$ cat src/rtl/counter_ctrl_pkg.sv
// counter_ctrl_pkg: shared state encoding and defaults for the Counter controller.
package counter_ctrl_pkg;
   typedef enum logic [1:0] {S_IDLE, S_RUN, S_RESP} state_e;
   localparam int CTRL_TIMEOUT_DEFAULT = 1024;
endpackage

$ cat src/rtl/counter_ctrl_wdog.sv
// counter_ctrl_wdog: saturating run-cycle counter with watchdog compare.
module counter_ctrl_wdog #(
   parameter int CYC_WIDTH = 16,
   parameter int TIMEOUT   = 1024
) (
   input  logic                 clk,
   input  logic                 reset_l,
   input  logic                 clr,
   input  logic                 en,
   output logic [CYC_WIDTH-1:0] count,
   output logic                 expired
);
   always_ff @(posedge clk or negedge reset_l)
      if (!reset_l) count <= '0;
      else if (clr) count <= '0;
      else if (en && count != '1) count <= count + CYC_WIDTH'(1);
   // expired marks the last RUN cycle in which done is still honoured
   assign expired = count >= CYC_WIDTH'(TIMEOUT - 1);
endmodule

$ cat src/rtl/counter_ctrl.sv
// counter_ctrl: runs the Counter to a stop target, times it, returns one result per command.
// Define COUNTER_CTRL_TRACE_EN to print start/done trace messages in simulation.
module counter_ctrl
   import counter_ctrl_pkg::*;
#(
   parameter int STOP_WIDTH = 8,
   parameter int CYC_WIDTH  = 16,
   parameter int TIMEOUT    = CTRL_TIMEOUT_DEFAULT
) (
   input  logic                  clk,
   input  logic                  reset_l,
   input  logic                  cmd_valid,
   output logic                  cmd_ready,
   input  logic [STOP_WIDTH-1:0] cmd_stop,
   output logic [STOP_WIDTH-1:0] ctr_stop,
   output logic                  ctr_reset_l,
   input  logic                  ctr_done,
   output logic                  rsp_valid,
   input  logic                  rsp_ready,
   output logic [CYC_WIDTH-1:0]  rsp_cycles,
   output logic                  rsp_timeout,
   output logic                  busy
);
   state_e               state;
   logic [CYC_WIDTH-1:0] count;
   logic                 expired;
   logic                 accept;

   assign cmd_ready = state == S_IDLE;
   assign rsp_valid = state == S_RESP;
   assign busy      = state != S_IDLE;
   assign accept    = cmd_ready && cmd_valid;

   counter_ctrl_wdog #(.CYC_WIDTH(CYC_WIDTH), .TIMEOUT(TIMEOUT)) u_wdog (
      .clk     (clk),
      .reset_l (reset_l),
      .clr     (accept),
      .en      (state == S_RUN),
      .count   (count),
      .expired (expired)
   );

   // ctr_reset_l is a flop output so the Counter never sees a decode glitch
   always_ff @(posedge clk or negedge reset_l)
      if (!reset_l) begin
         state       <= S_IDLE;
         ctr_stop    <= '0;
         ctr_reset_l <= 1'b0;
         rsp_cycles  <= '0;
         rsp_timeout <= 1'b0;
      end else begin
         case (state)
            S_IDLE:
               if (cmd_valid) begin
                  ctr_stop    <= cmd_stop;
                  ctr_reset_l <= 1'b1;
                  state       <= S_RUN;
`ifdef COUNTER_CTRL_TRACE_EN
                  $display("ctrl: start stop=%0d", cmd_stop);
`endif
               end
            S_RUN:
               if (ctr_done || expired) begin
                  rsp_cycles  <= ctr_done ? count : CYC_WIDTH'(TIMEOUT);
                  rsp_timeout <= !ctr_done;
                  ctr_reset_l <= 1'b0;
                  state       <= S_RESP;
`ifdef COUNTER_CTRL_TRACE_EN
                  $display("ctrl: done cycles=%0d timeout=%0d",
                           ctr_done ? count : CYC_WIDTH'(TIMEOUT), !ctr_done);
`endif
               end
            S_RESP: if (rsp_ready) state <= S_IDLE;
            default: state <= S_IDLE;
         endcase
      end
endmodule
$ cat config.mk
export PLATFORM = sky130hd
export DESIGN_NAME = counter_ctrl
export DESIGN_NICKNAME = d
export VERILOG_FILES = /design/src/rtl/counter_ctrl_pkg.sv /design/src/rtl/counter_ctrl_wdog.sv /design/src/rtl/counter_ctrl.sv
export SDC_FILE = /design/constraint.sdc
export NUM_CORES = 1
export LEC_CHECK = 0
export CELL_PAD_IN_SITES_DETAIL_PLACEMENT = 0
export CELL_PAD_IN_SITES_GLOBAL_PLACEMENT = 1
export CORE_MARGIN = 10
export CORE_UTILIZATION = 42
export CTS_BUF_LIST = sky130_fd_sc_hd__clkbuf_8 sky130_fd_sc_hd__clkbuf_16
export DETAILED_ROUTE_END_ITERATION = 8
export PLACE_DENSITY = 0.85
export SETUP_SLACK_MARGIN = 0.1
export SLEW_MARGIN = 20
export SYNTH_ARGS = -nofsm -noshare
export SYNTH_HDL_FRONTEND = slang
export SYNTH_SLANG_ARGS = --single-unit
$ cat constraint.sdc
create_clock -name clk -period 2.6 [get_ports clk]
set_input_delay 0.65 -clock clk [delete_from_list [all_inputs] [get_ports clk]]
set_output_delay 0.65 -clock clk [all_outputs]
set_load 0.02 [all_outputs]
# [Word-level counts from Yosys, hierarchy flattened]
# Index checks and enable logic that the tools add are counted.
[op_classes] n_addsub=1 multipliers=0 div=0 magnitude_cmp=1 n_eq_ne=6 shifts=0 muxes=10 bitwise=0 n_reduce_logical=12
[op_table] op="$mux W16" count=3
[op_table] op="$add A16 B1 Y16 const B" count=1
[op_table] op="$ge A16 B10 Y1 const B" count=1
[op_table] op="$ne A16 B16 Y1 const B" count=1
[op_table] op="$mux W2" count=3
[op_table] op="$pmux W2 S3" count=1
[op_table] op="$reduce_and A3 Y1" count=2
[op_table] op="$reduce_bool A2 Y1" count=3
[op_table] op="$ne A2 B2 Y1 const B" count=2
[op_table] op="$reduce_and A2 Y1" count=2
[op_table] op="$eq A2 B1 Y1 const B" count=1
[op_table] op="$eq A2 B2 Y1 const B" count=1
[op_table] op="$logic_and A1 B1 Y1" count=2
[op_table] op="$logic_not A2 Y1" count=1
[op_table] op="$mux W1" count=2
[op_table] op="$ne A2 B1 Y1 const B" count=1
[op_table] op="$pmux W1 S2" count=1
[op_table] op="$logic_not A1 Y1" count=1
[op_table] op="$logic_or A1 B1 Y1" count=1
[word_totals] reg_bits=44 latch_bits=0 ram_bits=0 mem_bits_ro=0 in_bits=13 out_inout_bits=29 n_memories=0

# [Longest topological paths before layout]
# Gate-level depths: netlist of run 1.
[logic_depth] word_depth=4 ltp_mapped=7

# [By module]
# Synthesis of run 1 repeated with hierarchy kept, for this count alone.
[hier_totals] cells_unflattened=182 area_unflattened_um2=2011.9
[modules_own_cells] module="counter_ctrl" n_inst=1 cells_each=76 area_per_inst_um2=1072.3 seq_area_each_um2=700.7
[modules_own_cells] module="counter_ctrl_wdog" n_inst=1 cells_each=106 area_per_inst_um2=939.7 seq_area_each_um2=400.4

# [Worst setup path after synthesis of run 1]
# OpenSTA, ideal clock, no wires.
[synth_path] path_kind="input-to-reg" start="input port ctr_done" end="register rsp_cycles[10]" setup_time_ps=128 arrival_ps=1720 t_required_ps=2472 setup_slack_ps=753 path_stages=5 cell_sequence="clkbuf_1 -> nor4_1 -> a31oi_1 -> buf_4 -> mux2_1"
[synth_between] elab_chain_cells=2 word_cells_on_any_way=3 cone_classes="mux: 1; reduce/logical: 2"
[synth_lines] element="from (decl)" line="counter_ctrl.sv:17" rtl="input logic ctr_done,"
[synth_lines] element="$logic_or A1 B1 Y1" line="counter_ctrl.sv:63" rtl="if (ctr_done || expired) begin"
[synth_lines] element="$reduce_and A2 Y1 (no source line)"
[synth_lines] element="to (signal assigned)" line="counter_ctrl.sv:64" rtl="rsp_cycles <= ctr_done ? count : CYC_WIDTH'(TIMEOUT);"
[synth_lines] element="to (decl)" line="counter_ctrl.sv:20" rtl="output logic [CYC_WIDTH-1:0] rsp_cycles,"
# Several ways; a longest one is shown, not always the timed one.
# A chain may end at the register's enable or synchronous reset.

# [Final worst setup path of run 1]
[layout_path] start="register state[0]" end="output port cmd_ready"
[layout_between] elab_chain_cells=1
[layout_lines] element="from (decl)" line="counter_ctrl.sv:24" rtl="state_e state;"
[layout_lines] element="from (signal assigned)" line="counter_ctrl.sv:46" rtl="state <= S_IDLE;"
[layout_lines] element="from (signal assigned)" line="counter_ctrl.sv:57" rtl="state <= S_RUN;"
[layout_lines] element="from (signal assigned)" line="counter_ctrl.sv:67" rtl="state <= S_RESP;"
[layout_lines] element="$logic_not A2 Y1" line="counter_ctrl.sv:29" rtl="assign cmd_ready = state == S_IDLE;"
[layout_lines] element="to (decl)" line="counter_ctrl.sv:13" rtl="output logic cmd_ready,"
# No other way between the ends.

==> metrics.md, run 1 <==
| Metric | Value |
|---|---|
| Status | `finished clean` |
| Crit path DAT | `around 1.8 ns` |
| CTS tree | `done` |
| Leakage power | `1.21 nW` |
| Post-synth top area share | `0.506` |
| Netlist cell types | `44` |
| Top_reg_cell synth | `dfrtp_1` |
| Synth Area in Compound Gates | `0.102` |
| Startpoint Class | `register` |
| Max Clock Skew | `around 0.0066 ns` |
| Clk_lat worst skew | `0.30 ns` |
| CTS Buf Count | `5` |
| # rows | `26` |
| Worst setup path startpoint | `state[0]` |
| Final setup viols | `0` |
| Crit-path max FO | `9` |
| Postcts setup bufs | `0` |
| FF+latch count, synth | `44` |
| Gpl congestion | `0.829` |
| Largest net degree at the start of global routing | `22` |
| Share of cells above drive strength 1 | `0.0821` |
| Antenna-violating nets left | `0` |
| Relative slew slack | `0.569` |
| Post-Synthesis Cells | `about 230` |
| Setup CP Type | `register to output pin` |
| Cells after DPL | `330` |
| DP HPWL | `3640 um` |
| Final period utilization | `0.933` |
| R2r setup slk | `0.72 ns` |
| Multiplexer share of the synthesized area | `0.0971` |
| Vias per Instance | `5.16` |
| Adder-cell area share of the yosys netlist | `0.00575` |
| Crit. End Element | `output pin` |
| RSZ-0062 raised after global routing | `false` |
| IO Count | `42` |
| Non-Filler Instances | `about 340` |
| First-pass GRT wire length | `around 8600 um` |
| Overall routing resource usage | `0.123` |
| Die area | `8460 um2` |
| Reg2reg start | `state[0]` |
| Area contributors post-synth | `dfrtp_1 51%, mux2i_1 9.2%, nand2_1 8.8%, inv_1 3.4%, a21oi_1 1.6%` |
| Cell Chain, Critical Path | `or2_2, inv_1, clkdlybuf4s50_1` |
| Worst Path Required | `1.95 ns` |
| WL/cell | `approximately 15 um` |
| Largest family of logic cells by synthesized area | `simple AND/OR/NAND/NOR gates` |
| Maxcap violations | `0` |
| Sequential share of power | `0.400` |
| Die X | `92.0 um` |
| Hold buffer count at cts | `0` |
| Xor and xnor area share after synthesis | `0` |
| Peak per-stage delay on the critical path | `0.60 ns` |
| Initial Util | `0.429` |
| Final setup TNS | `0 ns` |
| Worst-path clk slew | `roughly 0.080 ns` |
| Levels on crit path | `3` |
| Number of port buffers | `41` |
| Fin. max-slew vios | `0` |
| Pwr dens | `between 800 and 900 nW/um2` |
| Clk sinks | `44` |
| Final net count | `281` |
| FF-to-FF path depth | `4` |
| Worst-margin pin slew | `around 0.65 ns` |
| CP Capture Point | `cmd_ready` |
| Synthesis Warnings | `0` |
| Avg Cell Area, Syn | `a little under 10 um2` |
| Combinational Power Share | `0.378` |
| Fill cell total of the finished layout | `just under 500` |
| Core area | `slightly above 5000 um2` |
| H-Tree Depth | `2` |
| Cell taking the most area after synthesis | `dfrtp_1` |
| Design area | `approximately 2800 um2` |
| Post-synth EDFFs | `0` |
| CP top delay family | `buffers and inverters` |
| Antenna Cells | `0` |
| Clock Path Buffers | `2` |
| Cell Area, Synth | `approximately 2200 um2` |
| Hold WC Path Type | `input pin to asynchronous set/reset pin` |
| Routed Wire Length | `4950 um` |
| Max VDD drop | `0.000756 V` |
| Die height | `between 90 and 100 um` |
| Sw frac | `0.355` |
| Area after DPL | `2650 um2` |
| Final hold violation count | `0` |
| TritonRoute pass-1 iters | `4` |
| DR iter-0 viols | `75` |
| P_sw | `between 0.0008 and 0.0009 W` |
| Critical Path Slowest Stage Cell | `clkdlybuf4s50_1` |
| Sequential-to-total area share from yosys stat | `0.506` |
| Min cycle time layout | `2.43 ns` |
| Vias post-DR | `1743` |
| Max Clk Rate | `roughly 410 MHz` |
| Cts repair resizes | `0` |
| Worst path bufs/invs | `2` |
| Vias in the first global route | `~1800` |
| Initial antenna violation count | `0` |
| FF-to-FF End | `u_wdog.count[8]` |
| CTS root buf | `clkbuf_8` |
| DRC Markers | `0` |
| Post-synth ARST share | `1.00` |
| Post-Synth Simple-Gate Area | `0.223` |
| Final hold slack | `~0.26 ns` |
| Syn Nets | `239` |
| Internal power | `~0.0015 W` |
| P&R area growth vs syn | `26.8%` |
| Clock power frac | `0.222` |
| Gr ovfl total | `0` |
==> worst min-delay path by stage <==
stage,endpoint,from,cells after the start
3_3_place_gp,ctr_stop[7],ctr_stop[7],2
3_5_place_dp,ctr_stop[1],ctr_stop[1],2
2_1_floorplan,ctr_reset_l,reset_l,0
6_report,u_wdog.count[13],reset_l,1
5_1_grt,u_wdog.count[12],reset_l,1
4_1_cts,u_wdog.count[13],reset_l,1
==> flip-flops by register name, indices dropped and copies added, names as in the netlist <==
register	cells
rsp_timeout	1
ctr_reset_l	1
state	2
u_wdog.count	16
ctr_stop	8
rsp_cycles	16
==> per-layer routing <==
| metal | vias up | wire [um] | GRT usage |
|---|---|---|---|
| met2 | 40 | 2310 | 0.194 |
| met4 | 0 | 96 | 0.0514 |
| met3 | 7 | 334 | 0.0473 |
| li1 | 860 | - | - |
| met5 | - | 0 | 0 |
| met1 | 836 | 2210 | 0.147 |
==> cell families (layout without fill, tap and decap cells) <==
group / Yosys count / count (layout)
DFF: 44 / 44
muxes: 21 / 21
AOI/OAI and AO/OA: 33 / 33
buffers and inverters: 32 / 75
adders and majority gates: 1 / 1
and+or+nand+nor: 94 / 94
==> cells in the mapped netlist (3+ instances only) <==
master and number:
a21oi_1 7, buf_2 4, clkbuf_1 5, dfrtp_1 44
inv_1 20, mux2i_1 20, nand2_1 51, nand2b_1 3
nand3_1 6, nand4_1 5, nor2_1 4, nor3_1 3
o21ai_0 4, o21ai_1 5, o31ai_1 3, or3_1 4
==> cell usage in the layout (no fill, tap or decap), drive strengths merged, types with 2 or more instances in the layout <==
master / synthesis / layout
buf: 7 / 7
a21oi: 7 / 7
nand2b: 3 / 3
and4: 2 / 2
or2: 2 / 2
o311ai: 2 / 2
mux2i: 20 / 20
and3: 3 / 3
clkdlybuf4s50: 0 / 40
or3: 4 / 4
dfrtp: 44 / 44
nor2b: 2 / 2
a31oi: 2 / 2
o21ai: 9 / 9
a41o: 2 / 2
o31ai: 3 / 3
clkbuf: 5 / 5
nand4: 6 / 6
nor3: 3 / 3
and2: 2 / 2
nand2: 51 / 51
nand3: 7 / 7
inv: 20 / 21
nor2: 4 / 4
nor4: 2 / 2
o211ai: 2 / 2
==> metrics by stage <==
stage,utilization,setup slack (ns),power (W)
2_1_floorplan,-,0.753,0.00144
3_3_place_gp,0.523,0.294,0.00183
3_5_place_dp,0.523,0.260,0.00183
4_1_cts,0.544,0.169,0.00235
5_1_grt,0.544,0.102,0.00247
6_report,0.544,0.173,0.00232
==> power groups by stage <==
stage / clock network, W / logic, W / registers (W)
2_1_floorplan: 0 / 0.000390 / 0.00105
3_3_place_gp: 0 / 0.000888 / 0.000938
3_5_place_dp: 0 / 0.000891 / 0.000940
4_1_cts: 0.000526 / 0.000897 / 0.000930
5_1_grt: 0.000563 / 0.000954 / 0.000957
6_report: 0.000515 / 0.000876 / 0.000927
==> layout make-up <==
cell class | count | area [um2] | area share
sequential | 44 | 1100 | 0.399
multi-input combinational | 149 | 938 | 0.340
timing repair buffer | 47 | 450 | 0.163
tap | 70 | 87.6 | 0.0317
inverter | 20 | 75.1 | 0.0272
clock buffer | 5 | 68.8 | 0.0249
clock inverter | 3 | 38.8 | 0.0141
Note: power is estimated with default switching activity, not from simulation.
==> run 2: changes to the inputs <==
Settings changed: CORE_MARGIN 10 to 2.
==> metrics.md, run 2 (same netlist as run 1, synthesis figures left out) <==
| Metric | Value |
|---|---|
| Status | `finished clean` |
| End-of-flow core utilization | `0.547 (+0.00351)` |
| Hold buffer count at cts | `0 (unchanged)` |
| Core area | `5040 um2 (-0.64%)` |
| First-pass GRT wire length | `8020 um (-6.3%)` |
| Vias in the first global route | `1682 (-4.6%)` |
| Startpoint Class | `register` |
| Share of cells above drive strength 1 | `0.0821 (unchanged)` |
| TritonRoute pass-1 iters | `4 (unchanged)` |
| Relative slew slack | `0.538 (-0.0311)` |
| Reg2reg start | `u_wdog.count[1]` |
| CP top delay family | `buffers and inverters` |
| WL/cell | `13.2 um (-10%)` |
| DRC Markers | `0 (unchanged)` |
| Initial Util | `0.432 (+0.00277)` |
| Fin. max-slew vios | `0 (unchanged)` |
| Worst setup path startpoint | `state[0]` |
| DR iter-0 viols | `83 (+11%)` |
| Worst-margin pin slew | `0.687 ns (+0.0417 ns)` |
| Fill cell total of the finished layout | `500 (+2.5%)` |
| Max Clk Rate | `413 MHz (+0.11%)` |
| P&R area growth vs syn | `26.8% (unchanged)` |
| Seq. cell area | `1100 um2 (unchanged)` |
| Levels on crit path | `3 (unchanged)` |
| CTS Buf Count | `5 (unchanged)` |
| Critical Path Slowest Stage Cell | `clkdlybuf4s50_1` |
| Clock power frac | `0.222 (about the same)` |
| Largest net degree at the start of global routing | `29 (+32%)` |
| Largest regs | `rsp_cycles (16), u_wdog.count (16), ctr_stop (8)` |
| Clk_lat worst skew | `0.30 ns (about the same)` |
| H-Tree Depth | `2 (unchanged)` |
| Antenna-violating nets left | `0 (unchanged)` |
| Setup CP Type | `register to output pin` |
| Maxcap violations | `0 (unchanged)` |
| Hold WC Path Type | `input pin to asynchronous set/reset pin` |
| Worst path bufs/invs | `2 (unchanged)` |
| IO Count | `42 (unchanged)` |
| Leakage power | `1.21 nW (unchanged)` |
| P_sw | `0.000814 W (-1.0%)` |
| CTS tree | `done` |
| Overall routing resource usage | `0.168 (+0.0451)` |
| Initial antenna violation count | `0 (unchanged)` |
| Number of port buffers | `41 (unchanged)` |
| # rows | `26 (unchanged)` |
| Postcts setup bufs | `0 (unchanged)` |
| Die X | `76.0 um (-17%)` |
| Peak per-stage delay on the critical path | `0.60 ns (about the same)` |
| Crit. End Element | `output pin` |
| Internal power | `0.00150 W (about the same)` |
| Final net count | `281 (unchanged)` |
| Clock Path Buffers | `2 (unchanged)` |
| CTS root buf | `clkbuf_8` |
| R2r setup slk | `0.63 ns (-0.09 ns)` |
| Cell Chain, Critical Path | `or2_2, inv_1, clkdlybuf4s50_1` |
| Final setup TNS | `0 ns (unchanged)` |
| Worst Path Required | `1.95 ns (about the same)` |
| Die area | `5780 um2 (-32%)` |
| Final hold violation count | `0 (unchanged)` |
| Vias per Instance | `5.09 (-1.4%)` |
| Final setup viols | `0 (unchanged)` |
| Leading cell type in the layout, fill and taps excluded | `nand2_1` |
| Final period utilization | `0.932 (-0.00105)` |
| Max Clock Skew | `0.00422 ns (-0.00234 ns)` |
| Max VDD drop | `0.000673 V (-11%)` |
| Worst-path clk slew | `0.08 ns (about the same)` |
| Crit path DAT | `1.77 ns (about the same)` |
| Crit-path max FO | `9 (unchanged)` |
| Sequential share of power | `0.401 (about the same)` |
| Min cycle time layout | `2.42 ns (-0.00274 ns)` |
| Routed Wire Length | `4450 um (-10%)` |
| FF-to-FF End | `rsp_cycles[3]` |
| Pwr dens | `837 nW/um2 (-0.37%)` |
| RSZ-0062 raised after global routing | `false` |
| Sw frac | `0.352 (-0.00234)` |
| Gr ovfl total | `0 (unchanged)` |
| Multi-input gate area in the final layout | `938 um2 (unchanged)` |
| Gpl congestion | `0.817 (-1.4%)` |
| Cts repair resizes | `0 (unchanged)` |
| Die height | `76.0 um (-17%)` |
| Most frequent cells in the layout | `51 x nand2_1, 44 x dfrtp_1, 40 x clkdlybuf4s50_1` |
| Combinational Power Share | `0.377 (about the same)` |
| Vias post-DR | `1719 (-1.4%)` |
| FF-to-FF path depth | `6 (+2)` |
| DP HPWL | `3160 um (-13%)` |
| Clk sinks | `44 (unchanged)` |
| Antenna Cells | `0 (unchanged)` |
[run 2: worst max-delay path by stage]
stage and end:
2_1_floorplan rsp_cycles[10], 3_3_place_gp u_wdog.count[12], 3_5_place_dp u_wdog.count[12], 4_1_cts cmd_ready, 5_1_grt cmd_ready, 6_report cmd_ready
[run 2: routing by layer]
| metal | global-route usage | wire, um | up-vias | part of all wire |
|---|---|---|---|---|
| met4 | 0.0436 | 44 | 0 | 0.0099 |
| met2 | 0.269 | 2070 | 37 | 0.47 |
| met5 | 0 | 0 | - | 0 |
| met1 | 0.229 | 2090 | 810 | 0.47 |
| li1 | - | - | 867 | - |
| met3 | 0.0450 | 244 | 5 | 0.055 |
[run 2: layout make-up]
type / count / share of cell area
Clock inverter: 3 / 0.0141
Sequential cell: 44 / 0.399
Tap cell: 70 / 0.0317
Clock buffer: 5 / 0.0249
Timing Repair Buffer: 47 / 0.163
Multi-Input combinational cell: 149 / 0.340
Inverter: 20 / 0.0272
[run 2: power groups by stage]
stage	Clock [W]	Sequential [W]	Combinational, W
finish	0.000513	0.000927	0.000870
global route	0.000552	0.000949	0.000952
CTS	0.000522	0.000927	0.000883
detailed placement	0	0.000939	0.000876
global placement	0	0.000939	0.000873
floorplan	0	0.00105	0.000390
[run 2: per-stage QoR]
step	setup WS, ns	cell area, um2	total power (W)	hold slack (ns)	instances
global route	0.127	2760	0.00245	0.403	338
floorplan	0.753	2180	0.00144	0.354	225
global placement	0.295	2650	0.00181	0.457	330
finish	0.176	2760	0.00231	0.351	338
CTS	0.175	2760	0.00233	0.375	338
detailed placement	0.262	2650	0.00182	0.461	330
